[src/rtl/uart_pkg.sv]
// Shared UART link definitions so the TX and RX ends agree on packet format.
package uart_pkg;

    typedef enum logic [1:0] {
        IDLE  = 2'd0,
        START = 2'd1,
        DATA  = 2'd2,
        STOP  = 2'd3
    } uart_state_e;

    localparam int unsigned DEF_CLOCKS_PER_PULSE = 4;
    localparam int unsigned DEF_BITS_PER_WORD    = 8;
    // Start bit plus stop bits on top of the data bits.
    localparam int unsigned PACKET_OVERHEAD      = 5;
    localparam int unsigned DEF_PACKET_SIZE      = DEF_BITS_PER_WORD + PACKET_OVERHEAD;

endpackage

[src/rtl/uart_rx_to_axi_stream_if.sv]
// AXI-Stream beat carrying one complete multi-word UART transaction.
interface uart_rx_to_axi_stream_if
    import uart_pkg::*;
#(
    parameter int unsigned NUM_WORDS     = 2,
    parameter int unsigned BITS_PER_WORD = DEF_BITS_PER_WORD
);
    logic                                    m_valid;
    logic                                    m_ready;
    logic [NUM_WORDS-1:0][BITS_PER_WORD-1:0] m_data;

    modport master (output m_valid, output m_data, input m_ready);
    modport slave  (input m_valid, input m_data, output m_ready);
endinterface

[src/rtl/uart_sync_2ff.sv]
// Two-flop synchroniser with a selectable reset value.
module uart_sync_2ff #(
    parameter logic RESET_VAL = 1'b0
) (
    input  logic clk,
    input  logic rstn,
    input  logic d,
    output logic q
);
    logic meta;

    always_ff @(posedge clk or negedge rstn) begin
        if (!rstn) begin
            meta <= RESET_VAL;
            q    <= RESET_VAL;
        end else begin
            meta <= d;
            q    <= meta;
        end
    end
endmodule

[src/rtl/uart_rx_to_axi_stream.sv]
// UART receiver: collects NUM_WORDS packets from the serial line and presents the
// complete transaction as a single AXI-Stream beat, word 0 in the low lane.
module uart_rx_to_axi_stream
    import uart_pkg::*;
#(
    parameter int unsigned CLOCKS_PER_PULSE = DEF_CLOCKS_PER_PULSE,
    parameter int unsigned W_OUT            = 16,
    parameter int unsigned BITS_PER_WORD    = DEF_BITS_PER_WORD,
    parameter int unsigned PACKET_SIZE      = BITS_PER_WORD + PACKET_OVERHEAD
) (
    input  logic                           clk,
    input  logic                           rstn,
    input  logic                           rx,
    uart_rx_to_axi_stream_if.master        m_axis,
    output logic                           frame_err,
    output logic                           overflow
);
    localparam int unsigned NUM_WORDS = W_OUT / BITS_PER_WORD;
    localparam int unsigned END_BITS  = PACKET_SIZE - BITS_PER_WORD - 1;
    localparam int unsigned HALF      = CLOCKS_PER_PULSE / 2;
    localparam int unsigned CW        = $clog2(CLOCKS_PER_PULSE);
    localparam int unsigned BW        = $clog2(PACKET_SIZE);
    localparam int unsigned WW        = (NUM_WORDS > 1) ? $clog2(NUM_WORDS) : 1;

    typedef logic [NUM_WORDS-1:0][BITS_PER_WORD-1:0] words_t;

    logic                     rx_s, rx_prev;
    logic [1:0]               state_q, state_d;
    logic [CW-1:0]            c_clocks_q, c_clocks_d;
    logic [BW-1:0]            c_bits_q, c_bits_d;
    logic [WW-1:0]            c_words_q, c_words_d;
    logic [BITS_PER_WORD-1:0] shift_q, shift_d;
    words_t                   words_q, words_d;
    logic                     done, bad_stop;
    logic                     m_valid_q;
    words_t                   m_data_q;

    uart_sync_2ff #(
        .RESET_VAL (1'b1)
    ) u_rx_sync (
        .clk  (clk),
        .rstn (rstn),
        .d    (rx),
        .q    (rx_s)
    );

    always_comb begin
        state_d    = state_q;
        c_clocks_d = c_clocks_q + CW'(1);
        c_bits_d   = c_bits_q;
        c_words_d  = c_words_q;
        shift_d    = shift_q;
        words_d    = words_q;
        done       = 1'b0;
        bad_stop   = 1'b0;
        unique case (state_q)
            IDLE: begin
                c_clocks_d = '0;
                if (rx_prev && !rx_s) state_d = START;
            end
            START: begin
                if (c_clocks_q == CW'(HALF - 1)) begin
                    c_clocks_d = '0;
                    c_bits_d   = '0;
                    state_d    = rx_s ? IDLE : DATA;
                end
            end
            DATA: begin
                if (c_clocks_q == CW'(CLOCKS_PER_PULSE - 1)) begin
                    c_clocks_d = '0;
                    // LSB arrives first, so shift in from the top.
                    shift_d    = {rx_s, shift_q[BITS_PER_WORD-1:1]};
                    if (c_bits_q == BW'(BITS_PER_WORD - 1)) begin
                        c_bits_d = '0;
                        state_d  = STOP;
                    end else begin
                        c_bits_d = c_bits_q + BW'(1);
                    end
                end
            end
            STOP: begin
                if (c_clocks_q == CW'(CLOCKS_PER_PULSE - 1)) begin
                    c_clocks_d = '0;
                    if (!rx_s) begin
                        bad_stop  = 1'b1;
                        c_bits_d  = '0;
                        c_words_d = '0;
                        state_d   = IDLE;
                    end else if (c_bits_q == BW'(END_BITS - 1)) begin
                        c_bits_d           = '0;
                        state_d            = IDLE;
                        words_d[c_words_q] = shift_q;
                        if (c_words_q == WW'(NUM_WORDS - 1)) begin
                            done      = 1'b1;
                            c_words_d = '0;
                        end else begin
                            c_words_d = c_words_q + WW'(1);
                        end
                    end else begin
                        c_bits_d = c_bits_q + BW'(1);
                    end
                end
            end
            default: state_d = IDLE;
        endcase
    end

    always_ff @(posedge clk or negedge rstn) begin
        if (!rstn) begin
            rx_prev    <= 1'b1;
            state_q    <= IDLE;
            c_clocks_q <= '0;
            c_bits_q   <= '0;
            c_words_q  <= '0;
            shift_q    <= '0;
            words_q    <= '0;
            m_valid_q  <= 1'b0;
            m_data_q   <= '0;
            frame_err  <= 1'b0;
            overflow   <= 1'b0;
        end else begin
            rx_prev    <= rx_s;
            state_q    <= state_d;
            c_clocks_q <= c_clocks_d;
            c_bits_q   <= c_bits_d;
            c_words_q  <= c_words_d;
            shift_q    <= shift_d;
            words_q    <= words_d;
            frame_err  <= bad_stop;
            overflow   <= 1'b0;
            if (done) begin
                // A beat still waiting on the sink wins; the new one is dropped.
                if (!m_valid_q || m_axis.m_ready) begin
                    m_valid_q <= 1'b1;
                    m_data_q  <= words_d;
                end else begin
                    overflow <= 1'b1;
                end
            end else if (m_valid_q && m_axis.m_ready) begin
                m_valid_q <= 1'b0;
            end
        end
    end

    assign m_axis.m_valid = m_valid_q;
    assign m_axis.m_data  = m_data_q;
endmodule
[src/flat_wrapper.sv]
// flat-port wrapper written by rule: the top's interface ports become plain ports
module uart_rx_to_axi_stream_flat import uart_pkg::*;
#(
    parameter int unsigned CLOCKS_PER_PULSE = DEF_CLOCKS_PER_PULSE,
    parameter int unsigned W_OUT            = 16,
    parameter int unsigned BITS_PER_WORD    = DEF_BITS_PER_WORD,
    parameter int unsigned PACKET_SIZE      = BITS_PER_WORD + PACKET_OVERHEAD
)
  (clk, rstn, rx, frame_err, overflow, m_axis_m_valid, m_axis_m_data, m_axis_m_ready);
  uart_rx_to_axi_stream_if #(.BITS_PER_WORD(BITS_PER_WORD)) m_axis_i ();
  input  logic clk;
  input  logic rstn;
  input  logic rx;
  output logic frame_err;
  output logic overflow;
  output wire logic [$bits(m_axis_i.m_valid)-1:0] m_axis_m_valid;
  output wire logic [$bits(m_axis_i.m_data)-1:0] m_axis_m_data;
  input wire logic [$bits(m_axis_i.m_ready)-1:0] m_axis_m_ready;
  assign m_axis_m_valid = m_axis_i.m_valid;
  assign m_axis_m_data = m_axis_i.m_data;
  assign m_axis_i.m_ready = m_axis_m_ready;
  uart_rx_to_axi_stream #(.CLOCKS_PER_PULSE(CLOCKS_PER_PULSE), .W_OUT(W_OUT), .BITS_PER_WORD(BITS_PER_WORD), .PACKET_SIZE(PACKET_SIZE)) u_core (.clk(clk), .rstn(rstn), .rx(rx), .m_axis(m_axis_i), .frame_err(frame_err), .overflow(overflow));
endmodule
[config.mk]
export PLATFORM = sky130hd
export DESIGN_NAME = uart_rx_to_axi_stream_flat
export DESIGN_NICKNAME = d
export VERILOG_FILES = /design/src/rtl/uart_pkg.sv /design/src/rtl/uart_rx_to_axi_stream_if.sv /design/src/rtl/uart_sync_2ff.sv /design/src/rtl/uart_rx_to_axi_stream.sv /design/src/flat_wrapper.sv
export SDC_FILE = /design/constraint.sdc
export NUM_CORES = 1
export LEC_CHECK = 0
export ABC_CLOCK_PERIOD_IN_PS = 3050
export CAP_MARGIN = 40
export CORE_AREA = 2 2 70 72
export CTS_CLUSTER_SIZE = 14
export DETAILED_ROUTE_END_ITERATION = 10
export DIE_AREA = 0 0 72 74
export HOLD_SLACK_MARGIN = 0.03
export PLACE_DENSITY = 0.71
export SYNTH_ARGS = -nofsm -noshare
export SYNTH_HDL_FRONTEND = slang
export SYNTH_SLANG_ARGS = --single-unit
[constraint.sdc]
create_clock -name clk -period 3.05 [get_ports clk]
set_input_delay 0.61 -clock clk [delete_from_list [all_inputs] [get_ports clk]]
set_output_delay 0.61 -clock clk [all_outputs]
set_load 0.01 [all_outputs]
Word-level counts from Yosys, hierarchy flattened
Cells that the tools add are included.
{"block": "word_totals", "regBits": 55, "latchBits": 0, "ramBits": 0, "romBits": 0, "memories": 0}
{"block": "classes", "add_sub_neg": 3, "mul": 0, "div": 0, "n_lt_le_gt_ge": 2, "eq_ne": 15, "n_shift": 0, "muxes": 42, "bitwise": 0, "reduce_logical": 16}
{"operator": "$mux 16", "count": 4}
{"operator": "$mux 4", "count": 6}
{"operator": "$mux 2", "count": 10}
{"operator": "$bwmux 16", "count": 1}
{"operator": "$mux 1", "count": 16}
{"operator": "$ne 2x1->1 const B", "count": 6}
{"operator": "$pmux 4 s3", "count": 1}
{"operator": "$demux 8 s1", "count": 1}
{"operator": "$mux 8", "count": 1}
{"operator": "$pmux 2 s4", "count": 1}
{"operator": "$eq 2x2->1 const B", "count": 3}
{"operator": "$pmux 2 s3", "count": 1}
{"operator": "$reduce_and 2->1", "count": 3}
{"operator": "$reduce_and 6->1", "count": 1}
{"operator": "$add 4x1->4 const B", "count": 1}
{"operator": "$eq 2x1->1 const B", "count": 2}
{"operator": "$eq 4x2->1 const B", "count": 1}
{"operator": "$eq 4x3->1 const B", "count": 1}
{"operator": "$reduce_and 4->1", "count": 1}
{"operator": "$logic_and 1x1->1", "count": 3}
{"operator": "$ne 3x2->1 const B", "count": 1}
{"operator": "$reduce_and 3->1", "count": 1}
{"operator": "$reduce_bool 3->1", "count": 1}
{"operator": "$add 2x1->2 const B", "count": 1}
{"operator": "9 further kinds", "count": 10}

Logic depth before layout (Yosys ltp)
Gate-level depths: netlist of run 1.
{"block": "depth", "depth_word": 9, "ltp_mapped": 7, "ltp_nobuf": 6}

Cells and area by module
A second synthesis of run 1 with hierarchy kept.
{"block": "hier_totals", "hier_cells": 151, "area_unflattened_um2": 2055.7}
{"mod": "uart_rx_to_axi_stream", "instances": 1, "cells_each": 149, "area_per_inst_um2": 2003.2, "seq_area_each_um2": 1127.3}
{"mod": "uart_sync_2ff", "instances": 1, "cells_each": 2, "area_per_inst_um2": 52.6, "seq_area_each_um2": 52.6}

Worst setup path after synthesis of run 1
OpenSTA, ideal clock, no wires.
{"block": "synth_path", "kind": "reg2reg", "startpoint": "register u_core.c_bits_q[0]", "endpoint": "register u_core.words_q[0] (netlist bit)", "setup_time_ns": 0.125, "arrival_time_ns": 1.750, "path_slack_ns": 1.175, "path_stages_with_launch": 7, "path_buffers": 1, "path_cell_list": "dfrtp_1 ha_1 nand4bb_4 or2_1 or3b_1 buf_6 mux2_4"}
{"item": "start: declaration", "line_no": "uart_rx_to_axi_stream.sv:30", "text": "logic [BW-1:0] c_bits_q, c_bits_d;"}
{"item": "start signal: assignment", "line_no": "uart_rx_to_axi_stream.sv:125", "text": "c_bits_q <= c_bits_d;"}
{"item": "end signal: assignment", "line_no": "uart_rx_to_axi_stream.sv:128", "text": "words_q <= words_d;"}
{"item": "end: declaration", "line_no": "uart_rx_to_axi_stream.sv:33", "text": "words_t words_q, words_d;"}

==> results.md, run 1 <==
- Starting Density: between 40% and 50%
- Area growth from synthesis to layout: 18.51%
- Setup slack, reg-to-reg: 860 ps
- GRT Residual Overflow: 0
- Sequential fraction of the synthesis area: around 60%
- Power density over the cells: 622.3 nW/µm²
- Clock Latency Late Sink: a little under 300 ps
- Max incr delay on CP: slightly below 600 ps
- Core ar.: 4598 µm²
- Worst-Margin Slew: between 700 and 800 ps
- Flop pwr share: between 50% and 60%
- Hold-fix buffers, CTS: 0
- Die area: 5328 µm²
- Post-Route Setup TNS: 0 ps
- Delay-heaviest family, CP: simple AND/OR/NAND/NOR gates
- Slew Limit Headroom: about half
- Critical path launch point type: register
- Critical Path AT: roughly 2400 ps
- CP Cell Sequence: ha_1 -> nand4bb_4 -> or2_1 -> or3b_1 -> mux2_4
- Yosys warnings: 0
- Top_reg_cell synth: dfrtp_1
- DP Wirelength: 2.359 mm
- Asr flop ratio synth: 100.0%
- Count leader, synth: dfrtp_1
- Post-route design area: between 2000 and 2500 µm²
- Fmax: between 400 and 500 MHz
- Switching Share: 28.16%
- Routed length on met1: 1.486 mm
- Syn Area/Cell: ~14 µm²
- Hold WC Path Type: in -> async
- Tmin final: about 2200 ps
- Final hold vios: 0
- I/O pins: 23
- CTS tree: done
- Vias in the first global route: 1155
- Post-synth top cells: 44 x dfrtp_1, 24 x mux2_2, 8 x mux2_4
- Router iterations before antenna repair: 4
- RR Startpoint: u_core.c_bits_q[0]$_DFFE_PN0P_
- Die Span Y: ~74 µm
- EDFF count, synth: 0
- Max layer used: met4
- CTS clock-pin slew for the worst setup and hold paths: about 80 ps
- Psw: a little over 400 µW
- Max-slew violations: 0
- Pin count of the biggest net entering global routing: 35
- Leak: approximately 0.0011 µW
- Antenna violations before repair: 0
- WL met2: approximately 1.7 mm
- Setup violators final: 0
- Critical Path RT: ~3200 ps
- Post-CTS Setup Bufs: 0
- Remaining DRCs: 0
- Wire length on met3: approximately 120 µm
- FILL cells: about 400
- Place WS: 644.5 ps
- Layout cells sized above 1: roughly 28%
- Final wirelength: approximately 3.3 mm
- Unrepaired setup endpoints after global routing: no
- Worst r2r path cells: 5
- Number of port buffers: 22
- Die extent in x: just over 70 µm
- Cell taking the most area after synthesis: dfrtp_1
- Worst R2R End: u_core.words_q[3]$_DFF_PN0_
- Post-route clock skew: between 7 and 8 ps
- FF+latch count, synth: 47
- Drt initial violations: between 60 and 70
- NumNets Final: 174
- Clock power frac: 29.8%
- Rows: 25
- Post-layout util: 51.21%
- ANT nets after route: 0
- Post-Syn Nets: 150
- GPL Wtd Cong: approximately 0.9
- Vias/cell: just over 5
- Drt wl/cell: around 15 µm
- Post_cts resized: 0
- Logic gate share of total power: 16.3%
- Clock root buffer: clkbuf_8
- Gr usage total: roughly 14%
- Fin crit share: 71.67%
- Htree depth: 2
- Setup ws final: around 860 ps
- Distinct cells, synth: 35
- Synth top area share: around 55%
- Mapped Area: a little under 2000 µm²
- CTS Buffer Depth: 2
- Crit path kind: reg -> reg
- Leading post-synthesis cells by cell area: dfrtp_1 55%, mux2_2 14%, mux2_4 6.0%
- CP endpoint kind: register
- Maxcap violations: 0
- Peak supply drop: around 300 µV
- Clock sinks: 47
- Placed inst area: 2248 µm²
- Int Pwr: 1053 µW
- # diodes: 0
- Worst Path Buf+Inv: 0
- Outcome: finished, final reports clean
- Slowest CP cell: or3b_1
- Syn Inst Count: 142
- Total number of vias: about 1100
- First-pass GRT wire length: around 5.7 mm
- Worst-path fanout max: 8
- Hold Slack: about 210 ps
- CTS Buf Count: 5
-- worst reg2reg max path, stage by stage (launching register included) --
cell,delay [ps]
dfrtp_1,410
ha_1,280
nand4bb_4,140
or2_1,270
or3b_1,590
mux2_4,380
-- power by group through the flow --
stage          clock network [µW]  logic (µW)  registers [µW]
2_1_floorplan                   0         205             755
5_1_grt                       485         278             805
3_5_place_dp                    0         240             803
4_1_cts                       452         243             790
6_report                      437         239             790
3_3_place_gp                    0         217             793
-- cells in the final DEF (no fill, tap or decap), types with 3 or more instances in the layout --
| cell type | netlist | final |
|---|---|---|
| clkbuf_8 | 0 | 5 |
| clkdlybuf4s50_1 | 0 | 21 |
| nand2b_1 | 3 | 3 |
| dfrtp_1 | 44 | 44 |
| o21ai_0 | 7 | 7 |
| nand2_1 | 4 | 4 |
| inv_1 | 7 | 7 |
| mux2_4 | 8 | 8 |
| dfstp_2 | 3 | 3 |
| nor2_1 | 7 | 7 |
| mux2_2 | 24 | 24 |
| ha_1 | 4 | 4 |
-- sequential cells by signal, summed over array words and instances, names as in the netlist, named ones only --
register	cells
u_core.frame_err	1
u_core.m_axis.m_data	16
u_core.rx_prev	1
u_core.u_rx_sync.q	1
u_core.c_bits_q	4
u_core.words_q	8
u_core.m_axis.m_valid	1
u_core.overflow	1
u_core.state_q	1
u_core.c_clocks_q	2
u_core.shift_q	8
u_core.u_rx_sync.meta	1
u_core.c_words_q	1
-- metrics by stage --
stage,std cells,total power (µW)
CTS,221,1484
global route,221,1567
detailed placement,213,1043
floorplan,142,959.5
global placement,212,1010
finish,221,1465
-- logic make-up after synthesis --
kind of cell | count (synthesis) | synth area share [%]
xor+xnor | 2 | 0.8818
simple gates | 30 | 9.511
mux | 33 | 20.15
fa+ha+maj | 4 | 2.519
buf+inv | 13 | 3.401
flops | 47 | 59.38
compound gates | 13 | 4.156
-- area by class of cell --
type | count | area, µm² | share of cell area [%]
Inverter | 7 | 26.28 | 1.116
Clock buffer | 7 | 76.32 | 3.241
Multi-Input combinational cell | 82 | 739.5 | 31.40
Tap cell | 54 | 67.56 | 2.869
Sequential cell | 47 | 1180 | 50.11
Clock inverter | 1 | 30.03 | 1.275
Timing Repair Buffer | 23 | 235.2 | 9.989
-- per-layer routing --
layer | GRT usage, % | up-vias
met5 | 0 | -
met4 | 5.031 | 0
met3 | 4.201 | 5
met2 | 23.77 | 24
met1 | 17.65 | 564
li1 | - | 543
-- worst max path at each step --
| stage | from | to | slack, ps | cells after the start |
|---|---|---|---|---|
| 3_5_place_dp | m_axis_m_ready | u_core.m_axis.m_data[15]$_DFFE_PN0P_ | 640 | 4 |
| 5_1_grt | u_core.c_clocks_q[0]$_DFF_PN0_ | u_core.words_q[3]$_DFF_PN0_ | 720 | 5 |
| 6_report | u_core.c_bits_q[0]$_DFFE_PN0P_ | u_core.words_q[3]$_DFF_PN0_ | 860 | 5 |
| 2_1_floorplan | u_core.c_bits_q[0]$_DFFE_PN0P_ | u_core.words_q[0]$_DFF_PN0_ | 1170 | 6 |
| 3_3_place_gp | m_axis_m_ready | u_core.m_axis.m_data[8]$_DFFE_PN0P_ | 740 | 4 |
| 4_1_cts | u_core.c_clocks_q[0]$_DFF_PN0_ | u_core.words_q[3]$_DFF_PN0_ | 830 | 5 |
Note: power is estimated with default switching activity, not from simulation.
==> run 2: changes to the inputs <==
ABC_CLOCK_PERIOD_IN_PS = 2200   (was 3050)
clock period = 2.2 ns   (was 3.05 ns; I/O delays follow)
==> run 2 against run 1 <==
  * Sequential share of layout area decreased by 0.58 points
  * Critical path type unchanged
  * Count of clock-buffer cells in the layout did not move
  * Sequential power rose by 33%
  * Final cell count increased by 2.3%
  * Combinational power increased by 78%
  * First-iteration DRC count shrank 23%
  * Non-clock buffer count up 5
  * Fmax increased by 8.8%
  * Worst hold slack better by 7.7 ps
  * Core utilization increased by 0.60 points
  * Global-route usage down 0.26 points
  * Critical path depth did not move
  * Largest power group unchanged
==> results.md, run 2 (synthesized netlist as in run 1, its figures left out) <==
- Clock Latency Late Sink: 300 ps (was 290 ps)
- Critical Path AT: 2190 ps (was 2360 ps)
- Commonest cells after routing, fill and taps aside: 44 x dfrtp_1, 24 x mux2_2, 21 x clkdlybuf4s50_1, 8 x mux2_4 (unchanged)
- CTS Buf Count: 5 (unchanged)
- Logic gate share of total power: 20.4% (was 16.3%)
- Power density over the cells: 875.7 nW/µm² (was 622.3 nW/µm²)
- Layout cells sized above 1: 30.23% (was 27.54%)
- Placed inst area: 2273 µm² (was 2248 µm²)
- Outcome: finished, final reports clean (unchanged)
- Final hold vios: 0 (unchanged)
- Crit path kind: reg -> reg (unchanged)
- Number of port buffers: 22 (unchanged)
- Leak: 0.001149 µW (was 0.001127 µW)
- First-pass GRT wire length: 5.658 mm (was 5.706 mm)
- Max incr delay on CP: 480 ps (was 590 ps)
- Antenna violations before repair: 0 (unchanged)
- Area growth from synthesis to layout: 19.90% (was 18.51%)
- Pin count of the biggest net entering global routing: 48 (was 35)
- Worst-Margin Slew: 831.4 ps (was 747.0 ps)
- Dpl cells: 218 (was 213)
- CTS Buffer Depth: 2 (unchanged)
- Maxcap violations: 0 (unchanged)
- Slowest CP cell: or3b_4 (was or3b_1)
- Max-slew violations: 0 (unchanged)
- Post-Route Setup TNS: 0 ps (unchanged)
- Remaining DRCs: 0 (unchanged)
- Delay-heaviest family, CP: simple AND/OR/NAND/NOR gates (unchanged)
- Total number of vias: 1164 (was 1136)
- Starting Density: 43.21% (unchanged)
- Drt initial violations: 49 (was 64)
- Fmax: 497.7 MHz (was 457.4 MHz)
- GPL Wtd Cong: 0.8728 (was 0.9018)
- Post-CTS Setup Bufs: 0 (unchanged)
- Setup violators final: 0 (unchanged)
- Die Span Y: 74 µm (unchanged)
- Flop pwr share: 50.4% (was 53.9%)
- Post-Layout Cell Count: 226 (was 221)
- Worst Path Buf+Inv: 0 (unchanged)
- CP Cell Sequence: ha_1 -> nand4bb_4 -> or2_1 -> or3b_4 -> mux2_4 (was ha_1 -> nand4bb_4 -> or2_1 -> or3b_1 -> mux2_4)
- CP endpoint kind: register (unchanged)
- NumNets Final: 179 (was 174)
- Tmin final: 2009 ps (was 2186 ps)
- Psw: 594.6 µW (was 412.7 µW)
- Core ar.: 4598 µm² (unchanged)
- Final wirelength: 3.241 mm (was 3.304 mm)
- Clock root buffer: clkbuf_8 (unchanged)
- Worst-path fanout max: 8 (unchanged)
- Clock sinks: 47 (unchanged)
- Clock power frac: 29.2% (was 29.8%)
- Switching Share: 28.50% (was 28.16%)
- DP Wirelength: 2.308 mm (was 2.359 mm)
- # diodes: 0 (unchanged)
- Htree depth: 2 (unchanged)
- Rows: 25 (unchanged)
- Gr usage total: 13.92% (was 14.18%)
- Fin crit share: 91.33% (was 71.67%)
- Die area: 5328 µm² (unchanged)
- CTS clock-pin slew for the worst setup and hold paths: 80 ps (about the same)
- Vias/cell: 5.150 (was 5.140)
- Unrepaired setup endpoints after global routing: no (unchanged)
- Slew Limit Headroom: 43.87% (was 49.57%)
- Peak supply drop: 502.7 µV (was 294.6 µV)
- Drt wl/cell: 14.34 µm (was 14.95 µm)
- CTS tree: done (unchanged)
- Place WS: 65.37 ps (was 644.5 ps)
- GRT Residual Overflow: 0 (unchanged)
- Post-route clock skew: 9.186 ps (was 7.302 ps)
- Int Pwr: 1492 µW (was 1053 µW)
- Max FFs per register: 16 (unchanged)
- Post-route design area: 2382 µm² (was 2355 µm²)
- ANT nets after route: 0 (unchanged)
- Setup ws final: 190.6 ps (was 864.0 ps)
- Hold WC Path Type: in -> async (unchanged)
- I/O pins: 23 (unchanged)
- Critical Path RT: 2380 ps (was 3230 ps)
- Critical path launch point type: register (unchanged)
- Vias in the first global route: 1213 (was 1155)
- Die extent in x: 72 µm (unchanged)
- Router iterations before antenna repair: 4 (unchanged)
- Most common library cell in the layout ignoring fill and taps: dfrtp_1 (unchanged)
run 2: changes by cell type in the layout (fill, tap and decap cells not counted):
cell / delta
buf_4: +6
buf_12: -1
or3b_1: -1
or3b_4: +1
run 2: final timing paths:
path	cells after the start	to	from	slack (ps)
worst max-delay path	5	u_core.words_q[2]$_DFF_PN0_	u_core.c_bits_q[0]$_DFFE_PN0P_	190
worst min-delay path	2	u_core.m_axis.m_data[11]$_DFFE_PN0P_	rstn	220
worst max register to register	5	u_core.words_q[2]$_DFF_PN0_	u_core.c_bits_q[0]$_DFFE_PN0P_	190
worst min register to register	0	u_core.u_rx_sync.q$_DFF_PN1_	u_core.u_rx_sync.meta$_DFF_PN1_	360
max in group asynchronous	2	u_core.m_axis.m_data[8]$_DFFE_PN0P_	rstn	1590
min in group clk	0	u_core.u_rx_sync.q$_DFF_PN1_	u_core.u_rx_sync.meta$_DFF_PN1_	360
run 2: area by class of cell:
| class | count | area (µm²) |
|---|---|---|
| Fill cell | 392 | 2216 |
| Inverter | 7 | 26.28 |
| Clock inverter | 1 | 30.03 |
| Clock buffer | 7 | 76.32 |
| Timing Repair Buffer | 28 | 260.3 |
| Sequential cell | 47 | 1180 |
| Multi-Input combinational cell | 82 | 742.0 |
| Tap cell | 54 | 67.56 |
run 2: timing repair:
item | in CTS | in global routing
endpoints found under the hold margin | 0 | 0
resized for setup | 0 | 1
setup endpoints to repair | 0 | 7
hold buffers | 0 | 0
run 2: power groups by stage:
stage                     combinational (µW)  sequential (µW)  clock (µW)
after floorplan                          284             1050           0
after global placement                   386             1060           0
final                                    425             1050         609
after global routing                     474             1070         663
after detailed placement                 422             1070           0
after CTS                                426             1050         628
run 2: routing by layer:
| layer | wire length (µm) | GRT usage, % |
|---|---|---|
| met1 | 1422 | 16.71 |
| met2 | 1633 | 23.46 |
| met3 | 106 | 2.981 |
| met4 | 78 | 7.966 |
| met5 | 0 | 0 |
run 2: stage by stage:
stage               total power, µW  hold WS [ps]  util (%)
finish                         2086         221.6     51.81
global route                   2206         267.0     51.81
CTS                            2105         237.5     51.76
detailed placement             1492         348.9     49.44
global placement               1443         346.4     49.44
floorplan                      1330         144.4         -
run 2: worst reg2reg max path: stages (launching register included):
cell and delay, ps:
dfrtp_1 410, ha_1 280, nand4bb_4 140, or2_1 270
or3b_4 480, mux2_4 320
